`config.mk`:
```
export PLATFORM = sky130hd
export DESIGN_NAME = mfp_ahb_lite_eic_prio_flat
export DESIGN_NICKNAME = d
export VERILOG_FILES = /design/src/rtl/mfp_ahb_lite_eic_prio_pkg.sv /design/src/rtl/mfp_ahb_lite_eic_prio_if.sv /design/src/rtl/mfp_ahb_lite_eic_prio_arbiter.sv /design/src/rtl/mfp_ahb_lite_eic_prio.sv /design/src/flat_wrapper.sv
export SDC_FILE = /design/constraint.sdc
export NUM_CORES = 1
export LEC_CHECK = 0
export CORE_UTILIZATION = 25
export DETAILED_ROUTE_END_ITERATION = 8
export HOLD_SLACK_MARGIN = 0.02
export REMOVE_ABC_BUFFERS = 1
export SLEW_MARGIN = 20
export SYNTH_ARGS = -nofsm -noshare
export SYNTH_HDL_FRONTEND = slang
export SYNTH_HIERARCHICAL = 1
export SYNTH_SLANG_ARGS = --single-unit
```
`constraint.sdc`:
```
create_clock -name HCLK -period 35.9 [get_ports HCLK]
set_input_delay 7.18 -clock HCLK [delete_from_list [all_inputs] [get_ports HCLK]]
set_output_delay 7.18 -clock HCLK [all_outputs]
set_load 0.02 [all_outputs]
```
`src/rtl/mfp_ahb_lite_eic_prio_pkg.sv`:
```
`default_nettype none
// ============================================================================
// Module   : mfp_ahb_lite_eic_prio_pkg
// Brief    : Shared constants and types for the priority EIC: register word
//            offsets, priority field width and arbiter index width.
// Revision : 1.0 - initial release
// ============================================================================
package mfp_ahb_lite_eic_prio_pkg;

  localparam int PRIO_WIDTH          = 6;
  localparam int EIC_PRIO_ADDR_WIDTH = 6;
  // Winner index width; covers the full 1..32 channel range.
  localparam int IDX_WIDTH           = 5;

  // Register word offsets (byte offset / 4).
  localparam logic [EIC_PRIO_ADDR_WIDTH-1:0] c_reg_ctrl      = 6'h00;
  localparam logic [EIC_PRIO_ADDR_WIDTH-1:0] c_reg_pend      = 6'h01;
  localparam logic [EIC_PRIO_ADDR_WIDTH-1:0] c_reg_sense     = 6'h02;
  localparam logic [EIC_PRIO_ADDR_WIDTH-1:0] c_reg_swset     = 6'h03;
  localparam logic [EIC_PRIO_ADDR_WIDTH-1:0] c_reg_prio_base = 6'h10;

  typedef logic [PRIO_WIDTH-1:0] prio_t;

endpackage
`default_nettype wire

```
`src/rtl/mfp_ahb_lite_eic_prio_if.sv`:
```
`default_nettype none
// ============================================================================
// Module   : mfp_ahb_lite_eic_prio_if
// Brief    : AHB-Lite slave port bundle for the priority EIC.
// Revision : 1.0 - initial release
// ============================================================================
interface mfp_ahb_lite_eic_prio_if;

  logic [31:0] HADDR;
  logic        HSEL;
  logic [1:0]  HTRANS;
  logic        HWRITE;
  logic [2:0]  HSIZE;
  logic [31:0] HWDATA;
  logic [31:0] HRDATA;
  logic        HREADY;
  logic        HRESP;

  modport master (
    output HADDR, HSEL, HTRANS, HWRITE, HSIZE, HWDATA,
    input  HRDATA, HREADY, HRESP
  );

  modport slave (
    input  HADDR, HSEL, HTRANS, HWRITE, HSIZE, HWDATA,
    output HRDATA, HREADY, HRESP
  );

endinterface
`default_nettype wire

```
`src/rtl/mfp_ahb_lite_eic_prio_arbiter.sv`:
```
`default_nettype none
// ============================================================================
// Module   : mfp_ahb_lite_eic_prio_arbiter
// Brief    : Combinational priority select. Highest priority among the
//            requesting channels wins; equal priorities resolve to the
//            lowest channel index.
// Revision : 1.0 - initial release
// ============================================================================
module mfp_ahb_lite_eic_prio_arbiter
  import mfp_ahb_lite_eic_prio_pkg::*;
#(
  parameter int CHANNELS = 16
) (
  input  logic [CHANNELS-1:0]            req,
  input  logic [CHANNELS*PRIO_WIDTH-1:0] prio_flat,
  output logic                           valid,
  output logic [IDX_WIDTH-1:0]           win_idx,
  output prio_t                          win_prio
);

  // Scan from index 0 upward; a strictly-greater compare keeps the earlier
  // (lower-index) channel on a tie.
  always_comb begin
    valid    = 1'b0;
    win_idx  = '0;
    win_prio = '0;
    for (int n = 0; n < CHANNELS; n++) begin
      if (req[n] && (prio_flat[n*PRIO_WIDTH +: PRIO_WIDTH] > win_prio)) begin
        valid    = 1'b1;
        win_idx  = IDX_WIDTH'(n);
        win_prio = prio_flat[n*PRIO_WIDTH +: PRIO_WIDTH];
      end
    end
  end

endmodule
`default_nettype wire

```
`src/rtl/mfp_ahb_lite_eic_prio.sv`:
```
`default_nettype none
// ============================================================================
// Module   : mfp_ahb_lite_eic_prio
// Brief    : Priority external interrupt controller for MIPSfpga+. AHB-Lite
//            register file, input synchronisers, edge/level pending logic
//            and registered EIC outputs for the core's SI_* interface.
// Revision : 1.0 - initial release
// ============================================================================
module mfp_ahb_lite_eic_prio
  import mfp_ahb_lite_eic_prio_pkg::*;
#(
  parameter int          CHANNELS    = 16,
  parameter int          SYNC_STAGES = 2,
  parameter logic [16:0] OFFSET_BASE = 17'h0100,
  parameter logic [16:0] OFFSET_STEP = 17'h0010,
  parameter logic [3:0]  SHADOW_SET  = 4'h0
) (
  input  logic                          HCLK,
  input  logic                          HRESET,
  mfp_ahb_lite_eic_prio_if.slave        ahb,
  input  logic [CHANNELS-1:0]           EIC_input,
  output logic [16:0]                   EIC_Offset,
  output logic [3:0]                    EIC_ShadowSet,
  output logic [7:0]                    EIC_Interrupt,
  output logic [5:0]                    EIC_Vector,
  output logic                          EIC_Present,
  input  logic                          EIC_IAck,
  input  logic [7:0]                    EIC_IPL,
  input  logic [5:0]                    EIC_IVN,
  input  logic [16:0]                   EIC_ION
);

  localparam int PW = PRIO_WIDTH;

  // ---------------------------------------------------------------- AHB
  logic                           r_dp_valid;
  logic                           r_dp_write;
  logic [EIC_PRIO_ADDR_WIDTH-1:0] r_dp_addr;
  logic [31:0]                    r_hrdata;

  logic                           w_accept;
  logic [EIC_PRIO_ADDR_WIDTH-1:0] w_addr;
  logic                           w_wr;
  logic                           w_fwd;

  assign w_accept = ahb.HSEL & ahb.HTRANS[1];  // HREADY is always 1
  assign w_addr   = ahb.HADDR[7:2];
  assign w_wr     = r_dp_valid & r_dp_write;
  assign w_fwd    = w_wr & (r_dp_addr == w_addr);

  assign ahb.HRDATA = r_hrdata;
  assign ahb.HREADY = 1'b1;
  assign ahb.HRESP  = 1'b0;

  // Latch the address phase so the write lands with HWDATA one cycle later.
  always_ff @(posedge HCLK or posedge HRESET) begin
    if (HRESET) begin
      r_dp_valid <= 1'b0;
      r_dp_write <= 1'b0;
      r_dp_addr  <= '0;
    end else begin
      r_dp_valid <= w_accept;
      if (w_accept) begin
        r_dp_write <= ahb.HWRITE;
        r_dp_addr  <= w_addr;
      end
    end
  end

  // ---------------------------------------------------------- registers
  logic                       r_gen;
  logic [CHANNELS-1:0]        r_sense;
  logic [CHANNELS*PW-1:0]     r_prio;
  logic [CHANNELS-1:0]        r_pend;      // edge-channel pending
  logic [CHANNELS-1:0]        r_sw_latch;  // level-channel software request

  logic                       w_gen_nxt;
  logic [CHANNELS-1:0]        w_sense_nxt;
  logic [CHANNELS*PW-1:0]     w_prio_nxt;
  logic [CHANNELS-1:0]        w_pend_nxt;
  logic [CHANNELS-1:0]        w_latch_nxt;
  logic [CHANNELS-1:0]        w_wdata_ch;
  logic [CHANNELS-1:0]        w_w1c;
  logic [CHANNELS-1:0]        w_swset;
  logic [CHANNELS-1:0]        w_sense_chg;
  logic [CHANNELS-1:0]        w_prio_nz;
  logic [CHANNELS-1:0]        w_iack_hit;

  assign w_wdata_ch  = ahb.HWDATA[CHANNELS-1:0];
  assign w_gen_nxt   = (w_wr && r_dp_addr == c_reg_ctrl)  ? ahb.HWDATA[0] : r_gen;
  assign w_sense_nxt = (w_wr && r_dp_addr == c_reg_sense) ? w_wdata_ch    : r_sense;
  assign w_w1c       = (w_wr && r_dp_addr == c_reg_pend)  ? w_wdata_ch    : '0;
  assign w_swset     = (w_wr && r_dp_addr == c_reg_swset) ? w_wdata_ch    : '0;
  assign w_sense_chg = r_sense ^ w_sense_nxt;

  for (genvar n = 0; n < CHANNELS; n++) begin : g_prio
    logic w_hit;
    assign w_hit = w_wr && (r_dp_addr == (c_reg_prio_base + EIC_PRIO_ADDR_WIDTH'(n)));
    assign w_prio_nxt[n*PW +: PW] = w_hit ? ahb.HWDATA[PW-1:0] : r_prio[n*PW +: PW];
    assign w_prio_nz[n] = |r_prio[n*PW +: PW];
  end

  // Decode the acknowledged vector; vector 0 and out-of-range vectors hit nothing.
  always_comb begin
    w_iack_hit = '0;
    for (int n = 0; n < CHANNELS; n++) begin
      w_iack_hit[n] = EIC_IAck && (EIC_IVN == 6'(n + 1));
    end
  end

  // ------------------------------------------------------ input path
  logic [SYNC_STAGES-1:0][CHANNELS-1:0] r_sync;
  logic [CHANNELS-1:0]                  r_prev;
  logic [CHANNELS-1:0]                  w_sync;
  logic [CHANNELS-1:0]                  w_edge;

  assign w_sync = r_sync[SYNC_STAGES-1];
  assign w_edge = w_sync & ~r_prev;

  // Synchroniser chain plus the previous-level flop of the edge detector.
  always_ff @(posedge HCLK or posedge HRESET) begin
    if (HRESET) begin
      r_sync <= '0;
      r_prev <= '0;
    end else begin
      r_sync <= {r_sync[SYNC_STAGES-2:0], EIC_input};
      r_prev <= w_sync;
    end
  end

  // Set terms are OR'd after the clear mask so a simultaneous set wins;
  // a SENSE change wipes the channel's state regardless.
  assign w_pend_nxt  = r_sense & (w_edge | w_swset | (r_pend & ~(w_w1c | w_iack_hit)))
                       & ~w_sense_chg;
  assign w_latch_nxt = ~r_sense & (w_swset | (r_sw_latch & ~w_w1c)) & ~w_sense_chg;

  // Level channels follow the synchronised input directly, so dropping the
  // source removes the request one stage earlier than an edge would set it.
  logic [CHANNELS-1:0] w_pend_cur;
  logic [CHANNELS-1:0] w_pend_fwd;
  assign w_pend_cur = (r_sense & r_pend) | (~r_sense & (w_sync | r_sw_latch));
  assign w_pend_fwd = (w_sense_nxt & w_pend_nxt) | (~w_sense_nxt & (w_sync | w_latch_nxt));

  // Register file update.
  always_ff @(posedge HCLK or posedge HRESET) begin
    if (HRESET) begin
      r_gen      <= 1'b0;
      r_sense    <= '0;
      r_prio     <= '0;
      r_pend     <= '0;
      r_sw_latch <= '0;
    end else begin
      r_gen      <= w_gen_nxt;
      r_sense    <= w_sense_nxt;
      r_prio     <= w_prio_nxt;
      r_pend     <= w_pend_nxt;
      r_sw_latch <= w_latch_nxt;
    end
  end

  // -------------------------------------------------------- read path
  function automatic logic [31:0] f_read(
    input logic [EIC_PRIO_ADDR_WIDTH-1:0] a,
    input logic                           gen,
    input logic [CHANNELS-1:0]            pend,
    input logic [CHANNELS-1:0]            sense,
    input logic [CHANNELS*PW-1:0]         prio
  );
    logic [31:0] d;
    d = '0;
    if (a == c_reg_ctrl) begin
      d[0] = gen;
    end else if (a == c_reg_pend) begin
      d[CHANNELS-1:0] = pend;
    end else if (a == c_reg_sense) begin
      d[CHANNELS-1:0] = sense;
    end else begin
      for (int n = 0; n < CHANNELS; n++) begin
        if (a == (c_reg_prio_base + EIC_PRIO_ADDR_WIDTH'(n))) begin
          d[PW-1:0] = prio[n*PW +: PW];
        end
      end
    end
    return d;
  endfunction

  // Read data is captured at the address-phase edge. The *_nxt values equal
  // the current ones unless the in-flight write targets them, which gives
  // write forwarding for free; PEND needs the explicit select because its
  // next value also carries hardware events.
  always_ff @(posedge HCLK or posedge HRESET) begin
    if (HRESET) begin
      r_hrdata <= '0;
    end else if (w_accept && !ahb.HWRITE) begin
      r_hrdata <= f_read(w_addr, w_gen_nxt, w_fwd ? w_pend_fwd : w_pend_cur,
                         w_sense_nxt, w_prio_nxt);
    end
  end

  // ----------------------------------------------------------- arbiter
  logic                 w_valid;
  logic [IDX_WIDTH-1:0] w_win_idx;
  prio_t                w_win_prio;
  logic [CHANNELS-1:0]  w_req;
  logic [5:0]           w_vec_nxt;

  assign w_req = w_pend_cur & w_prio_nz & {CHANNELS{r_gen}};

  mfp_ahb_lite_eic_prio_arbiter #(
    .CHANNELS (CHANNELS)
  ) u_arbiter (
    .req       (w_req),
    .prio_flat (r_prio),
    .valid     (w_valid),
    .win_idx   (w_win_idx),
    .win_prio  (w_win_prio)
  );

  assign w_vec_nxt = w_valid ? ({1'b0, w_win_idx} + 6'd1) : 6'd0;

  logic [7:0]  r_int;
  logic [5:0]  r_vec;
  logic [16:0] r_offset;

  // Registered EIC request towards the core.
  always_ff @(posedge HCLK or posedge HRESET) begin
    if (HRESET) begin
      r_int    <= 8'h00;
      r_vec    <= 6'd0;
      r_offset <= OFFSET_BASE;
    end else begin
      r_int    <= w_valid ? {2'b00, w_win_prio} : 8'h00;
      r_vec    <= w_vec_nxt;
      r_offset <= OFFSET_BASE + ({11'b0, w_vec_nxt} * OFFSET_STEP);
    end
  end

  assign EIC_Interrupt = r_int;
  assign EIC_Vector    = r_vec;
  assign EIC_Offset    = r_offset;
  assign EIC_ShadowSet = SHADOW_SET;
  assign EIC_Present   = 1'b1;

  // Inputs that carry no information for this controller.
  logic w_unused_bits;
  assign w_unused_bits = ^{ahb.HSIZE, ahb.HTRANS[0], ahb.HADDR[31:8], ahb.HADDR[1:0],
                           ahb.HWDATA, EIC_IPL, EIC_ION};

endmodule
`default_nettype wire

```
`src/flat_wrapper.sv`:
```
// flat-port wrapper written by rule: the top's interface ports become plain ports
module mfp_ahb_lite_eic_prio_flat import mfp_ahb_lite_eic_prio_pkg::*;
#(
  parameter int          CHANNELS    = 16,
  parameter int          SYNC_STAGES = 2,
  parameter logic [16:0] OFFSET_BASE = 17'h0100,
  parameter logic [16:0] OFFSET_STEP = 17'h0010,
  parameter logic [3:0]  SHADOW_SET  = 4'h0
)
  (HCLK, HRESET, EIC_input, EIC_Offset, EIC_ShadowSet, EIC_Interrupt, EIC_Vector, EIC_Present, EIC_IAck, EIC_IPL, EIC_IVN, EIC_ION, ahb_HADDR, ahb_HSEL, ahb_HTRANS, ahb_HWRITE, ahb_HSIZE, ahb_HWDATA, ahb_HRDATA, ahb_HREADY, ahb_HRESP);
  mfp_ahb_lite_eic_prio_if ahb_i ();
  input  logic HCLK;
  input  logic HRESET;
  input  logic [CHANNELS-1:0] EIC_input;
  output logic [16:0] EIC_Offset;
  output logic [3:0] EIC_ShadowSet;
  output logic [7:0] EIC_Interrupt;
  output logic [5:0] EIC_Vector;
  output logic EIC_Present;
  input  logic EIC_IAck;
  input  logic [7:0] EIC_IPL;
  input  logic [5:0] EIC_IVN;
  input  logic [16:0] EIC_ION;
  input wire logic [$bits(ahb_i.HADDR)-1:0] ahb_HADDR;
  input wire logic [$bits(ahb_i.HSEL)-1:0] ahb_HSEL;
  input wire logic [$bits(ahb_i.HTRANS)-1:0] ahb_HTRANS;
  input wire logic [$bits(ahb_i.HWRITE)-1:0] ahb_HWRITE;
  input wire logic [$bits(ahb_i.HSIZE)-1:0] ahb_HSIZE;
  input wire logic [$bits(ahb_i.HWDATA)-1:0] ahb_HWDATA;
  output wire logic [$bits(ahb_i.HRDATA)-1:0] ahb_HRDATA;
  output wire logic [$bits(ahb_i.HREADY)-1:0] ahb_HREADY;
  output wire logic [$bits(ahb_i.HRESP)-1:0] ahb_HRESP;
  assign ahb_i.HADDR = ahb_HADDR;
  assign ahb_i.HSEL = ahb_HSEL;
  assign ahb_i.HTRANS = ahb_HTRANS;
  assign ahb_i.HWRITE = ahb_HWRITE;
  assign ahb_i.HSIZE = ahb_HSIZE;
  assign ahb_i.HWDATA = ahb_HWDATA;
  assign ahb_HRDATA = ahb_i.HRDATA;
  assign ahb_HREADY = ahb_i.HREADY;
  assign ahb_HRESP = ahb_i.HRESP;
  mfp_ahb_lite_eic_prio #(.CHANNELS(CHANNELS), .SYNC_STAGES(SYNC_STAGES), .OFFSET_BASE(OFFSET_BASE), .OFFSET_STEP(OFFSET_STEP), .SHADOW_SET(SHADOW_SET)) u_core (.HCLK(HCLK), .HRESET(HRESET), .ahb(ahb_i), .EIC_input(EIC_input), .EIC_Offset(EIC_Offset), .EIC_ShadowSet(EIC_ShadowSet), .EIC_Interrupt(EIC_Interrupt), .EIC_Vector(EIC_Vector), .EIC_Present(EIC_Present), .EIC_IAck(EIC_IAck), .EIC_IPL(EIC_IPL), .EIC_IVN(EIC_IVN), .EIC_ION(EIC_ION));
endmodule
```
==> summary.md, run 1 <==
| Metric | Value |
|---|---|
| R2r startpoint | u_core/r_gen |
| Crit Path Class | reg2reg |
| Dpl cells | around 2600 |
| Worst EP required | 36320 ps |
| Worst hold path depth | 0 |
| Final WL | approximately 53000 um |
| Post-synthesis cell area | roughly 0.016 mm2 |
| R2R Setup Slk | 3930 ps |
| Hold buffer count at CTS | 0 |
| Max VDD drop | roughly 0.036 mV |
| Routability cong. | 0.897 |
| Vias in the first global route | between 10000 and 15000 |
| P&R area growth vs syn | 13.8% |
| Mean post-synth cell area | about 9 um2 |
| Post-synth EDFFs | 0 |
| Leading area contributor after synthesis | dfrtp_1 |
| Library cells used by synthesis | ~120 |
| Vias/cell | 5.38 |
| Drt pass-1 iters | 5 |
| RSZ-0062 raised after global routing | false |
| Slew Viols, Final | 0 |
| Final count of negative-setup-slack endpoints | 0 |
| Port Buf Inserts | between 80 and 90 |
| Die area | ~0.065 mm2 |
| Via count | 14500 |
| Die Y | around 260 um |
| Fraction of layout cells with a size suffix above 1 | 0.118 |
| Final Power | around 1.4 mW |
| Post-CTS Setup Repair Bufs | 0 |
| CP max stage cell | dfrtp_1 |
| Pin count of the biggest net entering global routing | 100 |
| Max FO, Critical Path | 15 |
| Hold worst-path end | u_core/w_sync[13] |
| Post-synthesis sequential area ratio | 0.361 |
| Antenna fix cells | 0 |
| HP Class | reg2reg |
| Top FF cell, synth | dfrtp_1 |
| Synth top area share | 0.359 |
| Clock skew | 17.7 ps |
| I/O pin count | about 190 |
| LEAKAGE | 7.91 nW |
| Global-route usage over all layers | 0.156 |
| CP dominant cell by count | ha_1 |
| Min Tclk post-route | roughly 32000 ps |
| Core Util, Final | 0.289 |
| Post-DP HPWL | 39600 um |
| Number of core rows | between 90 and 100 |
| Clk buf depth | 3 |
| Max-cap violation count | 0 |
| Fin. Hold Viols | 0 |
| Number of CTS-inserted buffers | 27 |
| CTS tree | yes |
| Worst skew pair latency | 540 ps |
| CTS Root Cell | clkbuf_16 |
| Fmax achieved | approximately 0.031 GHz |
| Result of the run | finished, final reports clean |
| Synth top area cells | dfrtp_1, mux2_2, ha_1, nand2_1, o21ai_0 |
| CTS resizes | 0 |
| Final ANT Viol Nets | 0 |
| Cells after synthesis | about 1800 |
| Yosys warns | 6 |
| Worst-Margin Slew | 1170 ps |
| CTS clk-pin slew, worst paths | approximately 60 ps |
| Core area | 0.0633 mm2 |
| Clock sink count | between 200 and 250 |
| Worst R2R Path Depth | ~130 |
| Critical path endpoint category | flip-flop |
| Reg2reg end | u_core/EIC_Offset[9] |
| Grt ovf | 0 |
| Critical path data arrival time | roughly 32000 ps |
| Hold Crit Start | u_core/r_sync[13] |
| Final worst path period share | 0.891 |
| Initial antenna violation count | 0 |
| Rel. slew slack | 0.209 |
| CP max stage delay | ~910 ps |
| Die span in x | 256 um |
| Htree depth | 1 |
| DRC | 0 |
| Post-Layout Cell Count | 2691 |
| Final #Nets | 2018 |
| Worst Setup Start Kind | flip-flop |
| DR iter-0 viols | roughly 1300 |
| Routed length per placed instance | between 15 and 20 um |
| Power density cells | around 75 mW/mm2 |
| Setup TNS | 0 ps |
| Global-route wire length before repair | a little over 80000 um |
| Initial Utilization | 0.254 |
| Ys async rst share | 1.00 |
| #FFs+latches synth | between 200 and 250 |
==> synthesized netlist by cell type (all sizes together) (15+ instances only) <==
master	n
nand4	21
a21o	15
and3	20
or4	22
nand3	46
nor3	29
dfrtp	231
o21ai	148
nor2	120
clkbuf	48
ha	68
nand2b	15
o311a	17
a31oi	28
buf	77
inv	118
and2	29
a21oi	100
o211ai	19
nand2	192
mux2	87
mux2i	23
==> worst max-delay path by stage <==
stage | from | to | slack, ps | depth (start not counted)
global route | u_core/r_gen | u_core/EIC_Offset[9] | 1610 | 127
finish | u_core/r_gen | u_core/EIC_Offset[9] | 3930 | 126
detailed placement | u_core/r_gen | u_core/EIC_Offset[9] | 4470 | 126
CTS | u_core/r_gen | u_core/EIC_Offset[9] | 4340 | 126
floorplan | u_core/r_gen | u_core/EIC_Offset[9] | 9630 | 124
global placement | u_core/r_gen | u_core/EIC_Offset[9] | 5080 | 125
==> worst max-delay path, delay by kind of cell, from the launching register on <==
family / cells / cell delay (ps)
AOI/OAI and AO/OA: 52 / 14420
muxes: 6 / 1720
buffers and inverters: 8 / 940
and+or+nand+nor: 42 / 8270
DFF: 1 / 910
adders and majority gates: 17 / 5380
xor gates and xnor gates: 1 / 130
==> power breakdown <==
part	internal [mW]	leakage [nW]	total (mW)	switching, mW
logic	0.308	4.77	0.775	0.467
clock network	0.146	0.394	0.255	0.109
registers	0.298	2.75	0.338	0.0398
total	0.752	7.91	1.37	0.616
==> state kept, by name, summed over array words and instances, names as in the netlist, 16 cells and up <==
name / count
u_core/r_pend: 16
u_core/r_sync: 16
u_core/ahb.HRDATA: 16
u_core/r_sw_latch: 16
u_core/r_sense: 16
u_core/r_prio: 96
u_core/w_sync: 16
u_core/r_prev: 16
==> through the flow <==
step           hold slack (ps)  area (um2)  worst slack [ps]
5_1_grt                    352       18300              1610
4_1_cts                    350       18300              4340
2_1_floorplan              331       15500              9630
3_5_place_dp               337       17500              4470
3_3_place_gp               334       17500              5080
6_report                   346       18300              3930
==> routing by layer <==
| layer | vias to the layer above | global-route usage | routed length [um] |
|---|---|---|---|
| met4 | 0 | 0.0690 | 2420 |
| met1 | 7133 | 0.203 | 22800 |
| li1 | 6661 | - | - |
| met5 | - | 0 | 0 |
| met2 | 570 | 0.256 | 24300 |
| met3 | 119 | 0.0206 | 3420 |
==> kinds of logic (layout without fill, tap and decap cells) <==
group / count (synthesis) / count (layout) / share of synthesized area
adder cells (fa/ha/maj): 68 / 68 / 0.0529
flip-flops: 232 / 232 / 0.361
AND/OR/NAND/NOR: 582 / 582 / 0.190
other: 3 / 36 / 0.000700
XOR/XNOR: 16 / 16 / 0.00871
buffers and inverters: 243 / 263 / 0.0740
AO/OA/AOI/OAI: 537 / 537 / 0.235
multiplexers: 111 / 111 / 0.0778
==> layout by cell type, fill, tap and decap left out, types with 16 or more instances in the layout <==
master	instances
clkbuf_16	27
nor2_1	119
nor3_1	28
o21ai_0	131
mux2i_1	23
nand4_1	18
conb_1	36
a31oi_1	26
and2_1	28
o211ai_1	19
clkdlybuf4s50_1	84
inv_1	116
nand3_1	43
nand2_1	190
or4_1	22
a21oi_1	98
dfrtp_1	231
o311a_1	17
and3_1	19
mux2_2	81
o21ai_1	16
ha_1	68
==> final cells by class <==
class                   count  area, um2
clock buffers              37        753
clock inverters             8       52.6
fillers                  6618      45000
inverters                 118        450
multi-input cells        1350       9220
flip-flops and latches    232       5810
well taps                 846       1060
repair buffers            100        965
No activity file was read; power rests on OpenSTA's default activity.
==> run 2, diff against run 1 <==
CORE_MARGIN = 3   (was not set)
==> run 2 against run 1 <==
  * Design area up 0.17%
  * Register-to-register slack improved by 460 ps
  * Sequential power hardly changed
  * Critical path depth shrank 2
  * First-iteration DRC count is 10% lower
  * Global-route usage shrank 0.44 points
  * Critical path type unchanged
  * Critical endpoint unchanged
  * Largest cell class unchanged
  * Largest power group unchanged
==> summary.md, run 2 (synthesis gave the netlist of run 1 again) <==
| Metric | Value |
|---|---|
| Result of the run | finished, final reports clean |
| Core Util, Final | 0.290 |
| CP max stage delay | between 800 and 900 ps |
| Max-cap violation count | 0 |
| Routability cong. | 0.908 |
| Via count | between 10000 and 15000 |
| Final count of negative-setup-slack endpoints | 0 |
| DRC | 0 |
| Vias/cell | ~5.4 |
| Clock skew | approximately 14 ps |
| CP max stage cell | a41oi_1 |
| Fraction of layout cells with a size suffix above 1 | 0.119 |
| Die span in x | roughly 260 um |
| Post-CTS Setup Repair Bufs | 0 |
| Drt pass-1 iters | 6 |
| Vias in the first global route | 14300 |
| Worst skew pair latency | about 540 ps |
| Grt ovf | 0 |
| LEAKAGE | 7.93 nW |
| Worst-Margin Slew | between 1000 and 1500 ps |
| Final ANT Viol Nets | 0 |
| Core area | roughly 0.063 mm2 |
| Critical path data arrival time | between 30000 and 40000 ps |
| Critical path endpoint category | flip-flop |
| Number of core rows | 92 |
| Pin count of the biggest net entering global routing | 111 |
| Rel. slew slack | 0.178 |
| Clock sink count | ~230 |
| Min Tclk post-route | 31510 ps |
| Max VDD drop | 0.0408 mV |
| Most frequent cells in the layout | dfrtp_1, nand2_1, o21ai_0, nor2_1, inv_1 |
| Fin. Hold Viols | 0 |
| I/O pin count | ~190 |
| Worst Setup Start Kind | flip-flop |
| Fmax achieved | ~0.032 GHz |
| Number of CTS-inserted buffers | 27 |
| Global-route wire length before repair | between 80000 and 90000 um |
| Setup TNS | 0 ps |
| Most common cell after layout, fill and taps aside | dfrtp_1 |
| Hold buffer count at CTS | 0 |
| Slew Viols, Final | 0 |
| Clk buf depth | 3 |
| Die Y | roughly 260 um |
| Crit Path Class | reg2reg |
| Global-route usage over all layers | 0.151 |
| CTS Root Cell | clkbuf_16 |
| Power density cells | ~75 mW/mm2 |
| CTS clk-pin slew, worst paths | ~60 ps |
| Die area | 0.0674 mm2 |
| DR iter-0 viols | roughly 1200 |
| P&R area growth vs syn | 14.0% |
| Biggest register | u_core/r_prio |
| Post-DP HPWL | roughly 40000 um |
| CTS resizes | 0 |
| Final WL | approximately 53000 um |
| Initial antenna violation count | 0 |
| Worst EP required | about 36000 ps |
| HP Class | reg2reg |
| Initial Utilization | 0.254 |
| Port Buf Inserts | 84 |
| Max reg flops | between 90 and 100 |
| CP dominant cell by count | ha_1 |
| Final #Nets | between 2000 and 2500 |
| Final worst path period share | 0.878 |
| Max FO, Critical Path | 15 |
| Routed length per placed instance | between 15 and 20 um |
| CTS tree | yes |
| RSZ-0062 raised after global routing | false |
| Htree depth | 1 |
-- run 2: cell count changes in the layout (fill, tap and decap cells not counted) --
cell	previous run	this run
clkinv_2	4	7
inv_6	2	0
buf_6	1	0
bufinv_16	0	1
clkbuf_1	6	7
clkinv_4	0	1
diode_2	0	1
-- run 2: power breakdown --
part	internal, mW	total (mW)	switching [mW]
logic	0.306	0.776	0.469
registers	0.298	0.336	0.0381
clock network	0.154	0.262	0.109
total	0.758	1.37	0.616
-- run 2: layer usage --
metal	track usage	vias up	wire [um]
met5	0	-	0
met2	0.254	544	24900
li1	-	6664	-
met4	0.0556	0	1980
met1	0.198	7233	23100
met3	0.0197	117	3150
-- run 2: final cells by class --
type	instances	area (um2)
flip-flops and latches	232	5810
clock buffers	38	757
fillers	6622	45000
repair buffers	99	953
well taps	846	1060
diodes	1	2.50
clock inverters	11	88.8
inverters	118	450
multi-input cells	1350	9220
-- run 2: critical path: cells and delay by family, from the launching register on --
kind / cells / cell delay (ps)
mux: 6 / 1660
flops: 1 / 420
simple gates: 41 / 8230
compound gates: 53 / 15020
buf+inv: 6 / 490
fa+ha+maj: 17 / 5360
xor+xnor: 1 / 140
-- run 2: final timing paths --
kind,from,to,slack [ps],depth (start not counted)
max,u_core/r_sense[0],u_core/EIC_Offset[9],4390,124
min,u_core/r_sync[5],u_core/w_sync[5],350,0
max reg2reg,u_core/r_sense[0],u_core/EIC_Offset[9],4390,124
min reg2reg,u_core/r_sync[5],u_core/w_sync[5],350,0
max in group asynchronous,HRESET,u_core/r_prio[63],27370,3
min in group asynchronous,HRESET,u_core/r_sync[8],7160,2
-- run 2: per-stage QoR --
step | hold slack (ps) | total power, mW | cell area (um2) | worst slack (ps) | cells
global route | 348 | 1.48 | 18300 | 1660 | 2694
detailed placement | 335 | 1.10 | 17500 | 4750 | 2645
global placement | 333 | 1.08 | 17500 | 5400 | 2645
finish | 346 | 1.37 | 18300 | 4390 | 2695
floorplan | 331 | 0.889 | 15500 | 9630 | 1700
CTS | 347 | 1.37 | 18300 | 4620 | 2694
